===== config.mk =====
export PLATFORM = sky130hd
export DESIGN_NAME = enigma_rotor_stage
export DESIGN_NICKNAME = d
export VERILOG_FILES = /design/src/rtl/enigma_rotor_stage.sv
export SDC_FILE = /design/constraint.sdc
export NUM_CORES = 1
export LEC_CHECK = 0
export BUFFER_PORTS_ARGS = -buffer_cell sky130_fd_sc_hd__buf_2
export CAP_MARGIN = 0
export CORE_MARGIN = 4
export CORE_UTILIZATION = 60
export CTS_BUF_LIST = sky130_fd_sc_hd__clkbuf_4
export DETAILED_ROUTE_END_ITERATION = 12
export PLACE_DENSITY_LB_ADDON = 0.1
export REMOVE_ABC_BUFFERS = 1
export SETUP_SLACK_MARGIN = 0.2
export SYNTH_ARGS = -nofsm -noshare
export SYNTH_HDL_FRONTEND = slang
export SYNTH_SLANG_ARGS = --single-unit

===== constraint.sdc =====
create_clock -name clk -period 18.3 [get_ports clk]
set_input_delay 0.915 -clock clk [delete_from_list [all_inputs] [get_ports clk]]
set_output_delay 0.915 -clock clk [all_outputs]
set_load 0.02 [all_outputs]

===== src/rtl/enigma_rotor_stage.sv =====
// Enigma rotor stage: a loadable wiring table with an automatically maintained
// inverse, rotor position with ring offset, turnover carry, and one output
// register behind a valid/ready handshake.
// Optional build macro: ENIGMA_DOUBLE_STEP_EN. When it is defined, the rotor
// also steps itself at the notch (the historical middle-rotor double step).
module enigma_rotor_stage #(
    parameter int ALPHA = 26,
    parameter int W     = 5,
    parameter int NOTCH = 4
) (
    input  logic         clk,
    input  logic         rst_n,
    input  logic         in_valid,
    output logic         in_ready,
    input  logic [W-1:0] in_char,
    input  logic         in_dir,
    output logic         out_valid,
    input  logic         out_ready,
    output logic [W-1:0] out_char,
    input  logic         step_tick,
    input  logic         step_in,
    output logic         carry_out,
    input  logic         pos_load,
    input  logic [W-1:0] pos_init,
    input  logic [W-1:0] ring,
    input  logic         cfg_we,
    input  logic [W-1:0] cfg_addr,
    input  logic [W-1:0] cfg_data,
    output logic [W-1:0] pos
);

    localparam logic [W:0]   ALPHA_X = (W+1)'(ALPHA);
    localparam logic [W-1:0] NOTCH_P = W'(NOTCH);
    localparam logic [W-1:0] LAST_P  = W'(ALPHA - 1);
    // Enough conditional subtractions to fold any W-bit value into 0..ALPHA-1.
    localparam int           FOLDS   = (2 ** W) / ALPHA;

    logic [W-1:0] fwd [ALPHA];
    logic [W-1:0] inv [ALPHA];

    logic         cfg_ok;
    logic         accept;
    logic         advance;
    logic         char_ok;
    logic [W-1:0] ring_m;
    logic [W-1:0] char_m;
    logic [W-1:0] idx;
    logic [W-1:0] v;
    logic [W-1:0] res;

    // Reduce an arbitrary W-bit value into the alphabet range.
    function automatic logic [W-1:0] mod_fix(input logic [W-1:0] a);
        logic [W:0] s;
        s = {1'b0, a};
        for (int k = 0; k < FOLDS; k++) begin
            if (s >= ALPHA_X) s = s - ALPHA_X;
        end
        return s[W-1:0];
    endfunction

    // (a + b) mod ALPHA for operands already inside the alphabet.
    function automatic logic [W-1:0] mod_add(input logic [W-1:0] a, input logic [W-1:0] b);
        logic [W:0] s;
        s = {1'b0, a} + {1'b0, b};
        if (s >= ALPHA_X) s = s - ALPHA_X;
        return s[W-1:0];
    endfunction

    // (a - b) mod ALPHA; biasing by ALPHA keeps the W+1 bit sum non-negative.
    function automatic logic [W-1:0] mod_sub(input logic [W-1:0] a, input logic [W-1:0] b);
        logic [W:0] s;
        s = {1'b0, a} + ALPHA_X - {1'b0, b};
        if (s >= ALPHA_X) s = s - ALPHA_X;
        return s[W-1:0];
    endfunction

    assign cfg_ok    = cfg_we && ({1'b0, cfg_addr} < ALPHA_X) && ({1'b0, cfg_data} < ALPHA_X);
    assign in_ready  = !out_valid || out_ready;
    assign accept    = in_valid && in_ready;
    assign carry_out = step_tick && (pos == NOTCH_P);

`ifdef ENIGMA_DOUBLE_STEP_EN
    assign advance = step_in || (step_tick && (pos == NOTCH_P));
`else
    assign advance = step_in;
`endif

    // Character path through the rotor, using the pre-step position.
    always_comb begin
        char_ok = ({1'b0, in_char} < ALPHA_X);
        ring_m  = mod_fix(ring);
        char_m  = char_ok ? in_char : '0;
        idx     = mod_sub(mod_add(char_m, pos), ring_m);
        v       = in_dir ? inv[idx] : fwd[idx];
        res     = char_ok ? mod_add(mod_sub(v, pos), ring_m) : in_char;
    end

    // Wiring table and its inverse are written together so they stay paired.
    always_ff @(posedge clk or negedge rst_n) begin
        if (!rst_n) begin
            for (int i = 0; i < ALPHA; i++) begin
                fwd[i] <= W'(i);
                inv[i] <= W'(i);
            end
        end else if (cfg_ok) begin
            fwd[cfg_addr] <= cfg_data;
            inv[cfg_data] <= cfg_addr;
        end
    end

    // Rotor position: load wins over stepping; stepping wraps at the end of the alphabet.
    always_ff @(posedge clk or negedge rst_n) begin
        if (!rst_n) begin
            pos <= '0;
        end else if (pos_load) begin
            pos <= mod_fix(pos_init);
        end else if (advance) begin
            pos <= (pos == LAST_P) ? '0 : pos + W'(1);
        end
    end

    // Single output register; the result holds while downstream stalls.
    always_ff @(posedge clk or negedge rst_n) begin
        if (!rst_n) begin
            out_valid <= 1'b0;
            out_char  <= '0;
        end else if (accept) begin
            out_valid <= 1'b1;
            out_char  <= res;
        end else if (out_ready) begin
            out_valid <= 1'b0;
        end
    end

endmodule


# After elaboration in Yosys (flattened, before gate mapping)
# Cells that the tools add are included.
# W data, S select, Z words.
[word_totals] register_bits=271 out_inout_bits=13
[op_classes] n_reduce_logical=10 add_sub_neg=13 magnitude_cmp=14 n_bitwise=3 eq_ne=2 mux=26
[op_table] operator="$bwmux W130" n=2
[op_table] operator="$mux W5" n=18
[op_table] operator="$bmux W5 S5" n=2
[op_table] operator="$demux W5 S5" n=2
[op_table] operator="$sub A5 B5 Y5 const B" n=6
[op_table] operator="$ge A6 B5 Y1 const B" n=4
[op_table] operator="$ge A6 B6 Y1 const B" n=3
[op_table] operator="$not A5 Y6" n=3
[op_table] operator="$lt A5 B5 Y1 const B" n=3
[op_table] operator="$add A5 B5 Y6" n=2
[op_table] operator="$add A5 B5 Y6 const B" n=2
[op_table] operator="$lt A6 B1 Y1 const B" n=2
[op_table] operator="$sub A6 B5 Y6" n=2
[op_table] operator="$ge A5 B5 Y1 const B" n=2
[op_table] operator="$logic_and A1 B1 Y1" n=6
[op_table] operator="$add A5 B1 Y5 const B" n=1
[op_table] operator="$eq A5 B3 Y1 const B" n=1
[op_table] operator="$eq A5 B5 Y1 const B" n=1
[op_table] operator="$reduce_bool A2 Y1" n=2
[op_table] operator="$mux W1" n=2
[op_table] operator="$logic_not A1 Y1" n=1
[op_table] operator="$logic_or A1 B1 Y1" n=1

# Depth between registers and ports, before layout
# Gate-level depths: netlist (run 1).
[depth] depth_word=22 mapped_depth=45 ltp_nobuf=39

# Worst setup path after synthesis (run 1)
# OpenSTA, ideal clock, no wires.
[synth_timing] path_kind="input port to flip-flop" start="in in_char[1]" end="reg out_char[3]" path_buffers=6 arrival_ns=9.967 t_required_ns=18.161 cell_stages=44 path_slack_ns=8.195 path_cell_list="o211ai_1 > clkbuf_1 > and2_1 > ha_1 > fa_1 > a21o_1 > a21oi_1 > xnor2_1 > inv_1 > o21ai_0 > xnor2_1 > ha_1 > inv_1 > ha_1 > fa_1 > buf_2 > inv_1 > clkbuf_1 > [... 8 more ...] > a32oi_1 > ha_1 > inv_1 > ha_1 > fa_1 > a21o_1 > a21oi_1 > xnor2_1 > a21oi_1 > xnor2_1 > fa_1 > a21o_1 > a21oi_1 > xnor2_1 > o211ai_1 > a21oi_1 > xnor2_1 > a31oi_1"
[synth_between] elab_chain_len=22 word_cells_on_any_way=29 classes_between="10 x add/sub; 5 x order compare; 13 x mux; 1 x bitwise"
[synth_lines] element="from (decl)" line_no="15" source="input logic [W-1:0] in_char,"
[synth_lines] element="$lt A5 B5 Y1" line_no="90" source="char_ok = ({1'b0, in_char} < ALPHA_X);"
[synth_lines] element="$mux W5" line_no="92" source="char_m = char_ok ? in_char : '0;"
[synth_lines] element="$add A5 B5 Y6" line_no="64" source="s = {1'b0, a} + {1'b0, b};"
[synth_lines] element="$sub A5 B5 Y5 / $ge A6 B5 Y1 (equally long branches)" line_no="65" source="if (s >= ALPHA_X) s = s - ALPHA_X;"
[synth_lines] element="$mux W5" line_no="65"
[synth_lines] element="$add A5 B5 Y6" line_no="72" source="s = {1'b0, a} + ALPHA_X - {1'b0, b};"
[synth_lines] element="$sub A6 B5 Y6" line_no="72"
[synth_lines] element="$sub A5 B5 Y5 / $ge A6 B5 Y1 (equally long branches)" line_no="73" source="if (s >= ALPHA_X) s = s - ALPHA_X;"
[synth_lines] element="[... 6 more ...]"
[synth_lines] element="$add A5 B5 Y6" line_no="72"
[synth_lines] element="$sub A6 B5 Y6" line_no="72"
[synth_lines] element="$sub A5 B5 Y5 / $ge A6 B5 Y1 (equally long branches)" line_no="73"
[synth_lines] element="$mux W5" line_no="73"
[synth_lines] element="$add A5 B5 Y6" line_no="64"
[synth_lines] element="$sub A5 B5 Y5 / $ge A6 B5 Y1 (equally long branches)" line_no="65"
[synth_lines] element="$mux W5" line_no="65"
[synth_lines] element="$mux W5 (*)" line_no="95" source="res = char_ok ? mod_add(mod_sub(v, pos), ring_m) : in_char;"
[synth_lines] element="to (signal assigned)" line_no="129" source="out_char <= res;"
[synth_lines] element="to (decl)" line_no="19" source="output logic [W-1:0] out_char,"
# Mark *: on every way between the ends. The rest lies on a longest branch, timed or not. The select of a mux whose other input is x is not followed.
# A chain may end at the register's enable or synchronous reset.

# Worst setup path in the final report (run 1)
# Same ends and word-level chain as after synthesis.

==> flow_metrics.tcl, run 1 <==
set metrics [dict create \
    fp.dieW_um 173 \
    rr_startpoint "pos[0]" \
    synth_edf_count 0 \
    critPathKind "input pin to flip-flop" \
    place_congestion 0.882 \
    yosysSeqAreaShare 0.421 \
    yosysWarnings 0 \
    tritoncts "yes" \
    syn_inst 1251 \
    r2r_slack_ns 7.90 \
    synth_compound_area_frac 0.0598 \
    drt_drc_violations_left 0 \
    setup_violations 0 \
    dp.final_hpwl_um 24400 \
    max_slew_margin 0.259 \
    path_depth 38 \
    grt_max_degree 173 \
    core_area_mm2 0.0270 \
    antenna_found_initial 1 \
    cts_hold_buf 0 \
    reg2reg_to "out_char[3]" \
    avgSynthCellArea_um2 13.1 \
    die-area_mm2 0.0301 \
    grt_pass1_wl_um 61600 \
    grt_pass1_vias 11200 \
    final.min_clock_period_ns 10.77 \
    drt-pass1-iter-count 5 \
    synth_top_family_by_area "multiplexers" \
    dieHeight_um 173 \
    yosysTopAreaCell "dfrtp_1" \
    endpoint "out_char[3]" \
    io_buffers 46 \
    clockBufferDepth 3 \
    cpMaxStageDelayCell "ha_2" \
    r2r.worst_path.cells 36 \
    fillers 2041 \
    startpoint_type "input pin" \
    max-cap-violations 0 \
    synth_fa_ha_area_frac 0.0330 \
    cp_top_family "adder cells" \
    multi_input_area_mm2 0.00897 \
    seqCellArea_mm2 0.00692 \
    root_buffer "clkbuf_4" \
    area.growth.synth_to_final_pct 8.63 \
    ios 47 \
    synthTopCellsByArea "dfrtp_1 24%, dfstp_2 18%, mux2_2 18%" \
    cp-end-kind "flip-flop" \
    status "complete, no violations" \
    synth-seq-cells 271 \
    grt_overflow 0 \
    slew_viol_final 0 \
    synth_simple_gate_area_frac 0.0693 \
    async_flop_share 1.00 \
    cp-startpoint "in_char[1]" \
    cp.buffers_inverters 5 \
    cts_sinks 271 \
    syn_area_mm2 0.0164 \
    hold_violations 0 \
    synth_top_area_share 0.239 \
    grtUsageTotal 0.256 \
    worst-slew-pin-transition_ns 1.11 \
    hold_path.class "input pin to asynchronous set/reset pin" \
    postCtsSetupRepairBufs 0 \
    cts_inserted_buffers 75 \
    synth_flop_cell "dfrtp_1" \
    num_vias 11000 \
    cp_common_cell "xnor2_1" \
    synth_mux_area_frac 0.372 \
    start_util 0.610 \
    rsz0062_at_grt "no" \
    drtIter0Drc 692 \
    routed_wl_um 37700 \
    viasPerCell 6.44 \
    wl_per_cell_um 22.1 \
    fmax_mhz 92.9 \
    synth-xor-area-share 0.00952 \
    drive_gt1_frac 0.521 \
    slowest_delay_ns 0.80 \
    drtAntennaViolNets 0 \
    cp.arrival_ns 11.27 \
    ys_types 67 \
    worstSkewPairLatency_ns 0.71 \
    path_clk_slew_ns 0.07 \
    htreeDepth 3 \
    cp_max_fo 41 \
    setup_tns_ns 0 \
    row_count 60 \
    cts_resized 0 \
    required_ns 18.80 \
    fin_worst_skew_ns 0.0526 \
    num-nets-final 1376 \
    fin_crit_sh 0.589 \
]
[placed cells by master, fill, tap and decap left out, types with 5 or more instances in the layout]
| cell | count |
|---|---|
| mux2_2 | 261 |
| dfrtp_1 | 157 |
| mux4_2 | 124 |
| clkbuf_4 | 118 |
| dfstp_2 | 114 |
| nand2_1 | 83 |
| nor2_1 | 59 |
| inv_1 | 45 |
| buf_2 | 45 |
| ha_1 | 34 |
| o21ai_0 | 32 |
| mux2i_1 | 27 |
| a21oi_1 | 20 |
| o211ai_1 | 17 |
| nand3_1 | 15 |
| xnor2_1 | 14 |
| a211oi_1 | 14 |
| buf_4 | 13 |
| nor2b_1 | 11 |
| clkinv_1 | 10 |
| and3_1 | 9 |
| and2_1 | 8 |
| a31oi_1 | 8 |
| a21o_1 | 7 |
| nand2b_1 | 7 |
| nand3b_1 | 7 |
| nor3_1 | 6 |
| o21ai_1 | 5 |
| a32oi_1 | 5 |
| a22oi_1 | 5 |
| or3_1 | 5 |
| nand4b_1 | 5 |
[stage by stage]
step,cell area (µm²),utilization,std cells,hold slack [ns],worst slack (ns)
after floorplan,16000,-,1164,0.458,6.35
after global placement,16800,0.625,1565,0.466,7.15
after detailed placement,16800,0.625,1565,0.467,6.91
after CTS,17800,0.662,1701,0.234,7.61
after global routing,17800,0.662,1703,0.279,6.94
final,17800,0.662,1703,0.276,7.53
[worst min-delay path by stage]
stage | end | start | depth (start not counted)
after CTS | fwd[55] | rst_n | 1
after global placement | out_char[0] | out_char[0] | 2
final | fwd[55] | rst_n | 1
after detailed placement | out_char[0] | out_char[0] | 2
after global routing | fwd[81] | rst_n | 1
after floorplan | fwd[6] | fwd[6] | 1
[cell usage after synthesis, drive strengths merged, types with 7 or more instances]
cell,count
a31oi,8
clkbuf,50
mux2i,27
nand2b,7
and3,10
nand2,84
a211oi,14
mux2,264
nand3b,7
o211ai,18
a21oi,23
inv,45
nor3,7
dfstp,114
mux4,127
a21o,7
and2,8
nor2,59
xnor2,14
nand3,16
ha,37
buf,37
dfrtp,157
nor2b,11
o21ai,37
[metal layers]
metal / wire (µm) / GRT usage
met2: 18200 / 0.402
met1: 16500 / 0.360
met3: 2070 / 0.0532
met5: 0 / 0
met4: 920 / 0.0875
[cell families after synthesis]
logic type                 after synthesis
DFF                                    271
buffers and inverters                  132
adders and majority gates               41
AOI/OAI and AO/OA                      139
and+or+nand+nor                        233
muxes                                  418
xor gates and xnor gates                17
[cell type report]
class / count / share of cell area
Sequential cell: 271 / 0.388
Tap cell: 341 / 0.0239
Clock buffer: 118 / 0.0496
Antenna cell: 2 / 0.000280
Clock inverter: 18 / 0.00645
Inverter: 45 / 0.00946
Multi-Input combinational cell: 848 / 0.502
Timing Repair Buffer: 60 / 0.0200
[sequential cells by signal (all words and copies together), names as in the netlist]
register   flops
out_char       5
inv          130
fwd          130
out_valid      1
pos            5
Power of run 1 is not shown: default switching activity piles up to over one toggle a cycle in this logic, so the estimate is an artifact.
==> run 2, diff against run 1 <==
==> constraint.sdc (replaced) <==
create_clock -name clk -period 10.6 [get_ports clk]
set_input_delay 0.53 -clock clk [delete_from_list [all_inputs] [get_ports clk]]
set_output_delay 0.53 -clock clk [all_outputs]
set_load 0.02 [all_outputs]
==> flow_metrics.tcl, run 2 (same netlist as run 1, synthesis figures left out) <==
set metrics [dict create \
    setup_tns_ns 0 \
    hold_violations 0 \
    viasPerCell 6.52 \
    required_ns 11.11 \
    worst-slew-pin-transition_ns 1.02 \
    htreeDepth 3 \
    fmax_mhz 107 \
    rsz0062_at_grt "no" \
    drive_gt1_frac 0.522 \
    tritoncts "yes" \
    max-cap-violations 0 \
    timing.hold.ws_ns 0.0788 \
    area.growth.synth_to_final_pct 9.14 \
    grt_pass1_vias 11500 \
    postCtsSetupRepairBufs 0 \
    mostFrequentLayoutCell "mux2_2" \
    fp.dieW_um 173 \
    cp_top_family "compound AO/OA/AOI/OAI gates" \
    place_congestion 0.848 \
    start_util 0.610 \
    final_cell_mix "261 x mux2_2, 157 x dfrtp_1, 124 x mux4_2" \
    slew_viol_final 0 \
    status "complete, no violations" \
    startpoint_type "input pin" \
    antenna_found_initial 1 \
    drtAntennaViolNets 0 \
    clockBufferDepth 3 \
    grt_pass1_wl_um 63000 \
    drt-pass1-iter-count 8 \
    cts_inserted_buffers 73 \
    setup_violations 0 \
    wl_per_cell_um 22.9 \
    cts_sinks 271 \
    dp.final_hpwl_um 25300 \
    cts_resized 0 \
    routed_wl_um 39000 \
    cp_max_fo 13 \
    reg_top3 "fwd (130), inv (130)" \
    hold_path.class "input pin to flip-flop" \
    final.min_clock_period_ns 9.35 \
    worstSkewPairLatency_ns 0.67 \
    cts_hold_buf 1 \
    drt_drc_violations_left 0 \
    ios 47 \
    grtUsageTotal 0.263 \
    fin_crit_sh 0.882 \
    cp.arrival_ns 9.85 \
    fin_worst_skew_ns 0.0345 \
    num_vias 11100 \
    row_count 60 \
    cp-end-kind "flip-flop" \
    path_clk_slew_ns 0.07 \
    die-area_mm2 0.0301 \
    drtIter0Drc 796 \
    grt_overflow 0 \
    root_buffer "clkbuf_4" \
    cp.buffers_inverters 3 \
    grt_max_degree 118 \
    dieHeight_um 173 \
    max_slew_margin 0.322 \
    slowest_delay_ns 0.67 \
    io_buffers 46 \
    num-nets-final 1381 \
    cpMaxStageDelayCell "o211ai_1" \
    critPathKind "input pin to flip-flop" \
    core_area_mm2 0.0270 \
]
## run 2: layout make-up
class	instances	area [µm²]
antenna	2	5.00
inverter	45	169
timing repair buffer	67	450
fill	2046	9020
clock inverter	12	106
clock buffer	118	886
multi-input combinational	848	8970
tap	341	427
sequential	271	6920
## run 2: per-layer routing
metal  wire length, µm  track usage  vias to the layer above
met3              2280       0.0499                       98
met5                 0            0                        -
met2             18700        0.421                      372
met4              1350       0.0988                        0
met1             16700        0.361                     5778
li1                  -            -                     4868
## run 2: worst register-to-register path: cells and delay by family, from the launching register on
| family | cells | cell delay (ns) |
|---|---|---|
| buf+inv | 3 | 0.17 |
| fa+ha+maj | 7 | 2.60 |
| xor+xnor | 7 | 1.55 |
| mux | 1 | 0.64 |
| simple gates | 3 | 0.49 |
| compound gates | 14 | 3.17 |
| flops | 1 | 0.56 |
## run 2: final timing paths
check / startpoint / to / slack (ns) / depth (start not counted)
min: in_valid / out_valid / 0.08 / 2
max reg2reg: pos[0] / out_char[3] / 1.26 / 35
min reg2reg: out_char[0] / out_char[0] / 0.49 / 2
max: in_char[1] / out_char[3] / 1.25 / 37
min in group asynchronous: rst_n / fwd[106] / 0.56 / 2
max in group asynchronous: rst_n / inv[25] / 8.46 / 3
## run 2: metrics by stage
step,instances,setup slack [ns],utilization,cell area [µm²]
floorplan,1164,-0.965,-,16000
global placement,1571,0.852,0.628,16900
detailed placement,1571,0.663,0.628,16900
CTS,1702,1.28,0.665,17900
global route,1704,0.577,0.665,17900
finish,1704,1.25,0.665,17900
Power of run 2 is left out for the same reason.
==> run 3, diff against run 2 <==
--- a/config.mk
+++ b/config.mk
@@ -7,11 +7,11 @@
 export LEC_CHECK = 0
 export BUFFER_PORTS_ARGS = -buffer_cell sky130_fd_sc_hd__buf_2
 export CAP_MARGIN = 0
-export CORE_MARGIN = 4
 export CORE_UTILIZATION = 60
 export CTS_BUF_LIST = sky130_fd_sc_hd__clkbuf_4
 export DETAILED_ROUTE_END_ITERATION = 12
 export PLACE_DENSITY_LB_ADDON = 0.1
+export RECOVER_POWER = 100
 export REMOVE_ABC_BUFFERS = 1
 export SETUP_SLACK_MARGIN = 0.2
 export SYNTH_ARGS = -nofsm -noshare
==> constraint.sdc (replaced) <==
create_clock -name clk -period 10.6 [get_ports clk]
set_input_delay 2.12 -clock clk [delete_from_list [all_inputs] [get_ports clk]]
set_output_delay 2.12 -clock clk [all_outputs]
set_load 0.02 [all_outputs]
==> flow_metrics.tcl, run 3 (same netlist as run 1, synthesis figures left out) <==
set metrics [dict create \
    root_buffer "clkbuf_4" \
    drtIter0Drc 784 \
    final_cell_mix "261 x mux2_2, 157 x dfrtp_1, 124 x mux4_2" \
    dieHeight_um 167 \
    fillers 2027 \
    max-cap-violations 5 \
    grt_max_degree 88 \
    status "complete, but fails checks" \
    cts_inserted_buffers 75 \
    required_ns 11.21 \
    grtUsageTotal 0.285 \
    dp.final_hpwl_um 25500 \
    grt_pass1_vias 11300 \
    hold_violations 0 \
    num_vias 11100 \
    path_depth 38 \
    rr_startpoint "pos[0]" \
    cp_top_family "adder cells" \
    grt_overflow 0 \
    htreeDepth 3 \
    fin_worst_skew_ns 0.0375 \
    row_count 60 \
    setup_violations 0 \
    drt_drc_violations_left 0 \
    fin_crit_sh 0.941 \
    num-nets-final 1400 \
    drive_gt1_frac 0.516 \
    holdCritStartpoint "out_char[0]" \
    drt-pass1-iter-count 5 \
    cts_sinks 271 \
    antenna_found_initial 2 \
    cp.arrival_ns 10.59 \
    worstSkewPairLatency_ns 0.70 \
    cp_max_fo 20 \
    place_congestion 0.868 \
    cts_hold_buf 0 \
    fp.dieW_um 167 \
    path_clk_slew_ns 0.06 \
    cpMaxStageDelayCell "fa_2" \
    wl_per_cell_um 22.3 \
    viasPerCell 6.43 \
    drtAntennaViolNets 0 \
    min_path_cells 2 \
    die-area_mm2 0.0281 \
    violations "max-capacitance violations, max-slew violations" \
    r2r.worst_path.cells 35 \
    reg_top3 "fwd (130), inv (130)" \
    critPathKind "input pin to flip-flop" \
    start_util 0.611 \
    slew_viol_final 317 \
    hold_path.class "flip-flop to flip-flop" \
    layout_setup_ws_ns 0.625 \
    tritoncts "yes" \
    area.growth.synth_to_final_pct 9.99 \
    io_buffers 46 \
    routed_wl_um 38600 \
    clockBufferDepth 3 \
    slowest_delay_ns 0.56 \
    grt_pass1_wl_um 62100 \
    startpoint_type "input pin" \
    fmax_mhz 100 \
    ios 47 \
    worst-slew-pin-transition_ns 4.52 \
    cp-end-kind "flip-flop" \
    post-place-ws_ns -0.0594 \
    final.min_clock_period_ns 9.97 \
    mostFrequentLayoutCell "mux2_2" \
    cp.buffers_inverters 6 \
    max_slew_margin -2.01 \
    cp-startpoint "in_char[1]" \
    rsz0062_at_grt "no" \
    core_area_mm2 0.0269 \
]
[run 3: worst register-to-register path, delay by kind of cell (launching register included)]
kind	cells	cell delay, ns
compound gates	12	2.09
xor+xnor	5	0.94
fa+ha+maj	9	3.24
buf+inv	5	0.56
flops	1	0.52
mux	2	0.88
simple gates	2	0.43
[run 3: cell type report]
cell class | count | area [µm²] | area share
inverter | 45 | 169 | 0.00935
multi-input combinational | 848 | 8970 | 0.496
clock inverter | 16 | 129 | 0.00713
timing repair buffer | 84 | 546 | 0.0302
clock buffer | 121 | 908 | 0.0503
antenna | 2 | 5.00 | 0.000277
sequential | 271 | 6920 | 0.383
tap | 341 | 427 | 0.0236
[run 3: final timing paths]
check                      slack, ns           to
setup / recovery                0.63  out_char[4]
hold / removal                  0.50  out_char[0]
setup reg to reg                1.85  out_char[4]
hold reg to reg                 0.50  out_char[0]
max in group asynchronous       2.66      inv[84]
min in group asynchronous       3.04      fwd[86]
[run 3: per-layer routing]
metal | routed length, µm | GRT usage
met5 | 0 | 0
met4 | 887 | 0.108
met3 | 2300 | 0.0475
met2 | 18400 | 0.445
met1 | 17000 | 0.402
[run 3: metrics by stage]
step                std cells  hold WS (ns)   util  area [µm²]  setup TNS, ns
floorplan                1164         0.458      -       16000          -9.91
global placement         1587         0.464  0.635       17100              0
detailed placement       1587         0.490  0.635       17100        -0.0653
CTS                      1724         0.505  0.673       18100              0
global route             1727         0.519  0.672       18100              0
finish                   1728         0.501  0.672       18100              0
[run 3: repair_timing]
item / 4_1_cts / 5_1_grt
buffers inserted: 0 / 2
gates resized for setup: 0 / 3
endpoints found under the setup margin: 0 / 4
Power of run 3 is left out for the same reason.
